<file path="src/rtl/inst_fetch_queue_pkg.sv">
// Shared constants for the fetch/decode boundary: canonical NOP, default width,
// and the immediate-operand formats decoded from instruction bits [31:7].
package inst_fetch_queue_pkg;

   localparam int unsigned XLEN_DEFAULT = 32;
   localparam logic [31:0] NOP_INST     = 32'h0000_0013;

   typedef enum logic [2:0] {
      IMM_I = 3'd0,
      IMM_S = 3'd1,
      IMM_B = 3'd2,
      IMM_U = 3'd3,
      IMM_J = 3'd4
   } imm_type_e;

   function automatic logic pc_misaligned(input logic [1:0] pc_low);
      return |pc_low;
   endfunction

endpackage

</file>
<file path="src/rtl/inst_queue_mem.sv">
// Entry storage for the fetch queue: one synchronous write port, one
// asynchronous read port so the head entry is visible right after the write edge.
module inst_queue_mem #(
   parameter int unsigned DEPTH = 4,
   parameter int unsigned WIDTH = 65,
   localparam int unsigned PTR_W = $clog2(DEPTH)
) (
   input  logic               clk,
   input  logic               we_i,
   input  logic [PTR_W-1:0]   waddr_i,
   input  logic [WIDTH-1:0]   wdata_i,
   input  logic [PTR_W-1:0]   raddr_i,
   output logic [WIDTH-1:0]   rdata_o
);

   logic [WIDTH-1:0] mem_q [DEPTH];

   always_ff @(posedge clk) begin
      if (we_i) begin
         mem_q[waddr_i] <= wdata_i;
      end
   end

   assign rdata_o = mem_q[raddr_i];

endmodule

</file>
<file path="src/rtl/inst_fetch_queue.sv">
// Fetch-to-decode decoupling queue of {pc, inst, misalign} entries; presents
// the oldest entry, or a canonical NOP when empty. Flush empties it in one cycle.
module inst_fetch_queue
   import inst_fetch_queue_pkg::*;
#(
   parameter int unsigned DEPTH = 4,
   parameter int unsigned XLEN  = XLEN_DEFAULT,
   localparam int unsigned PTR_W = $clog2(DEPTH),
   localparam int unsigned CNT_W = $clog2(DEPTH) + 1
) (
   input  logic             clk,
   input  logic             rst,
   input  logic             flush,
   input  logic             enq_valid,
   output logic             enq_ready,
   input  logic [XLEN-1:0]  enq_pc,
   input  logic [XLEN-1:0]  enq_inst,
   output logic             deq_valid,
   input  logic             deq_ready,
   output logic [XLEN-1:0]  deq_pc,
   output logic [XLEN-1:0]  deq_inst,
   output logic             deq_misalign,
   output logic [CNT_W-1:0] count
);

   localparam int unsigned ENTRY_W = 2 * XLEN + 1;

   logic [PTR_W-1:0]   wr_ptr_q, wr_ptr_d;
   logic [PTR_W-1:0]   rd_ptr_q, rd_ptr_d;
   logic [CNT_W-1:0]   count_q, count_d;
   logic               enq_fire, deq_fire, mem_we;
   logic [ENTRY_W-1:0] wr_entry, rd_entry;

   // Handshake outputs come only from the occupancy register.
   assign enq_ready = (count_q != CNT_W'(DEPTH));
   assign deq_valid = (count_q != '0);
   assign enq_fire  = enq_valid && enq_ready;
   assign deq_fire  = deq_valid && deq_ready;
   assign mem_we    = enq_fire && !flush && !rst;

   assign wr_entry = {pc_misaligned(enq_pc[1:0]), enq_pc, enq_inst};

   always_comb begin
      wr_ptr_d = wr_ptr_q;
      rd_ptr_d = rd_ptr_q;
      count_d  = count_q;
      if (flush) begin
         wr_ptr_d = '0;
         rd_ptr_d = '0;
         count_d  = '0;
      end else begin
         if (enq_fire) wr_ptr_d = wr_ptr_q + PTR_W'(1);
         if (deq_fire) rd_ptr_d = rd_ptr_q + PTR_W'(1);
         if (enq_fire && !deq_fire) count_d = count_q + CNT_W'(1);
         else if (deq_fire && !enq_fire) count_d = count_q - CNT_W'(1);
      end
   end

   always_ff @(posedge clk) begin
      if (rst) begin
         wr_ptr_q <= '0;
         rd_ptr_q <= '0;
         count_q  <= '0;
      end else begin
         wr_ptr_q <= wr_ptr_d;
         rd_ptr_q <= rd_ptr_d;
         count_q  <= count_d;
      end
   end

   inst_queue_mem #(
      .DEPTH (DEPTH),
      .WIDTH (ENTRY_W)
   ) u_mem (
      .clk     (clk),
      .we_i    (mem_we),
      .waddr_i (wr_ptr_q),
      .wdata_i (wr_entry),
      .raddr_i (rd_ptr_q),
      .rdata_o (rd_entry)
   );

   // Stale storage is never exposed: an empty queue always reads as a NOP.
   assign deq_inst     = deq_valid ? rd_entry[XLEN-1:0]      : XLEN'(NOP_INST);
   assign deq_pc       = deq_valid ? rd_entry[2*XLEN-1:XLEN] : '0;
   assign deq_misalign = deq_valid ? rd_entry[ENTRY_W-1]     : 1'b0;
   assign count        = count_q;

endmodule

</file>
<file path="config.mk">
export PLATFORM = sky130hd
export DESIGN_NAME = inst_fetch_queue
export DESIGN_NICKNAME = d
export VERILOG_FILES = /design/src/rtl/inst_fetch_queue_pkg.sv /design/src/rtl/inst_queue_mem.sv /design/src/rtl/inst_fetch_queue.sv
export SDC_FILE = /design/constraint.sdc
export NUM_CORES = 1
export LEC_CHECK = 0
export BUFFER_PORTS_ARGS = -buffer_cell sky130_fd_sc_hd__buf_2
export CAP_MARGIN = 10
export CORE_ASPECT_RATIO = 0.9
export CORE_UTILIZATION = 45
export CTS_BUF_LIST = sky130_fd_sc_hd__clkbuf_8 sky130_fd_sc_hd__clkbuf_16
export CTS_CLUSTER_SIZE = 12
export DETAILED_ROUTE_END_ITERATION = 12
export PLACE_DENSITY = 0.66
export SLEW_MARGIN = 20
export SYNTH_ARGS = -nofsm -noshare
export SYNTH_HDL_FRONTEND = slang
export SYNTH_SLANG_ARGS = --single-unit
</file>
<file path="constraint.sdc">
create_clock -name clk -period 8.7 [get_ports clk]
set_clock_uncertainty 0.1 [all_clocks]
set_input_delay 1.74 -clock clk [delete_from_list [all_inputs] [get_ports clk]]
set_output_delay 1.74 -clock clk [all_outputs]
set_load 0.05 [all_outputs]
</file>
==> qor.csv <==
metric;value;unit
drive_gt1_share;39.0;%
rows;52;
dpl.cell_count;876;
slowest_stage;clkinv_2;
ys_ff_latch;269;
hold_ws;0.399;ns
wl_per_cell;20.1;um
grtUsageTotal;16.3;%
busiest_layer;met2;
place_area;11200;sq um
slowest_delay;0.88;ns
synth_fp_nets;537;
drt-initial-drc-count;288;
fin_util;53.8;%
fin_cells;929;
p_per_area;237;nW/um^2
firstDrtPassIters;4;
initial_utilization;45.8;%
finalSetupViolCount;0;
post-route-period-util;56.0;%
grt_pass1_vias;5191;
dp_hpwl;10200;um
clock_latency;0.52;ns
cp.arrival;3.03;ns
critical_path.cell_chain;nor3_1 > clkinv_2 > and2_1 > buf_2;
netlist_instances;462;
run_status;finished clean;
cts-root-buf;clkbuf_16;
ys_seq_area_share;77.7;%
fin_setup_tns;0;ns
ant_nets;0;
cts_max_level;1;
met3_usage;3.36;%
wirelength;18600;um
clockBufferDepth;3;
cts_tree;done;
whs_path_depth;2;
synth_common_cells;edfxtp_1, mux4_2, and2_1;
leakage;4.13;nW
rsz0062_at_grt;no;
via_per_inst;5.25;
rrSetupSlack;6.30;ns
fin_crit;4.87;ns
cts_buffers;28;
worst_setup_path_end_kind;output port;
syn2layout_area_growth;17.4;%
synthTopCellsByArea;edfxtp_1, mux4_2, and2_1, dfxtp_1, ha_1;
worstMarginPinSlew;1.04;ns
die_h;145;um
r2r_end;count[2];
grt_max_degree;66;
synthFlopType;edfxtp_1;
io_buffers;138;
dieWidth;161;um
path_clk_slew;0.06;ns
use_met1;21.4;%
fin_nets;684;
cts_num_sinks;269;
grtUsageMet2;27.4;%
min_path_type;flop to flop;
vias;4874;
critPathLaunchType;flop;
yosysMostFrequentCell;edfxtp_1;
grt_antenna_before_repair;2;
hold_viol;0;
ios;139;
drc;0;
vdd_drop_max;180;uV
path_max_fanout;63;
synth_top_area_share;75.9;%
worstSetupPathType;flop to output port;
required;6.86;ns
netlist_area;10300;sq um
ys_warn_count;0;
grt_overflow;0;
core-area;22400;sq um
place.gp.congestion;0.714;
min_from;rd_ptr_q[1];
r2r_start;count[0];
slew_viol_final;0;
fmax;205;MHz
drv_cap;0;
die_area;23500;sq um
postCtsHoldBufs;0;
ctsResizeCount;0;
relSlewSlack;30.4;%
synth-edff-count;260;
grt_pass1_wl;28900;um
postCtsSetupBuffers;0;
async_reset_ff_share;0;%
ys_types;27;
syn_area_per_cell;22.3;sq um
yosys.area.top_type;edfxtp_1;
final_cell_area;12100;sq um
r2r_cells;8;
==> cells in the final DEF, fill, tap and decap left out <==
cell and instances:
dfxtp_4 2, nand2_1 2, inv_1 15, nor3_1 1
diode_2 1, or2_1 3, or2_2 2, and2_1 63
o31ai_1 1, ha_1 5, o31ai_2 1, o21ai_1 1
or3b_4 1, xor2_1 3, nor2_1 5, clkbuf_16 29
buf_2 138, mux4_2 65, clkinv_2 3, mux2i_1 1
clkinv_1 9, or3_1 2, a21oi_1 2, buf_6 1
o21ai_0 2, nand4_1 2, and3_4 4, edfxtp_1 260
dfxtp_1 7, fa_1 1
==> cell families after synthesis <==
| kind of cell | after synthesis | share of synthesized area (%) |
|---|---|---|
| compound gates | 7 | 0.438 |
| xor+xnor | 3 | 0.256 |
| fa+ha+maj | 6 | 0.803 |
| buf+inv | 26 | 1.44 |
| flops | 269 | 77.7 |
| mux | 66 | 14.3 |
| simple gates | 85 | 5.04 |
==> critical path: cells and delay by family, from the launching register on <==
family        cells  cell delay (ns)
buf+inv           2             1.10
simple gates      2             1.02
flops             1             0.37
==> sequential cells by signal (all words and copies together), names as in the netlist, named ones only <==
signal	cells
u_mem.mem_q	260
wr_ptr_q	2
count	3
rd_ptr_q	2
==> layout make-up <==
cell class                 instances  area, sq um
antenna                            1         2.50
multi-input combinational        167         2170
clock inverter                    23         88.8
sequential                       269         8000
tap                              297          372
inverter                           4         16.3
fill                            1769        10400
clock buffer                      29          726
timing repair buffer             139          702
==> power by group <==
group | leakage (nW) | switching (W) | internal, W
clock network | 0.443 | 0.000447 | 0.000594
registers | 2.42 | 0.00000879 | 0.00144
logic | 1.26 | 0.000274 | 0.000101
==> how the worst max path moves through the flow <==
stage                        start           endpoint  slack (ns)
after global routing      count[1]       deq_inst[16]        3.50
after detailed placement      flop       deq_inst[16]        4.30
after floorplan              flush  u_mem.mem_q[0][0]        4.57
final                     count[1]       deq_inst[30]        3.83
after CTS                     flop        deq_inst[1]        3.74
after global placement        flop        deq_inst[1]        4.29
==> per-layer routing <==
layer  up-vias  wire, um
li1       2182         -
met1      2514      7820
met2       143      9380
met3        33       954
met4         2       475
met5         -        13
==> through the flow <==
step | worst slack, ns | total power, W
detailed placement | 4.30 | 0.00185
global placement | 4.29 | 0.00185
floorplan | 4.57 | 0.00175
finish | 3.83 | 0.00286
global route | 3.50 | 0.00295
CTS | 3.74 | 0.00289
(Power assumes the default switching activity.)
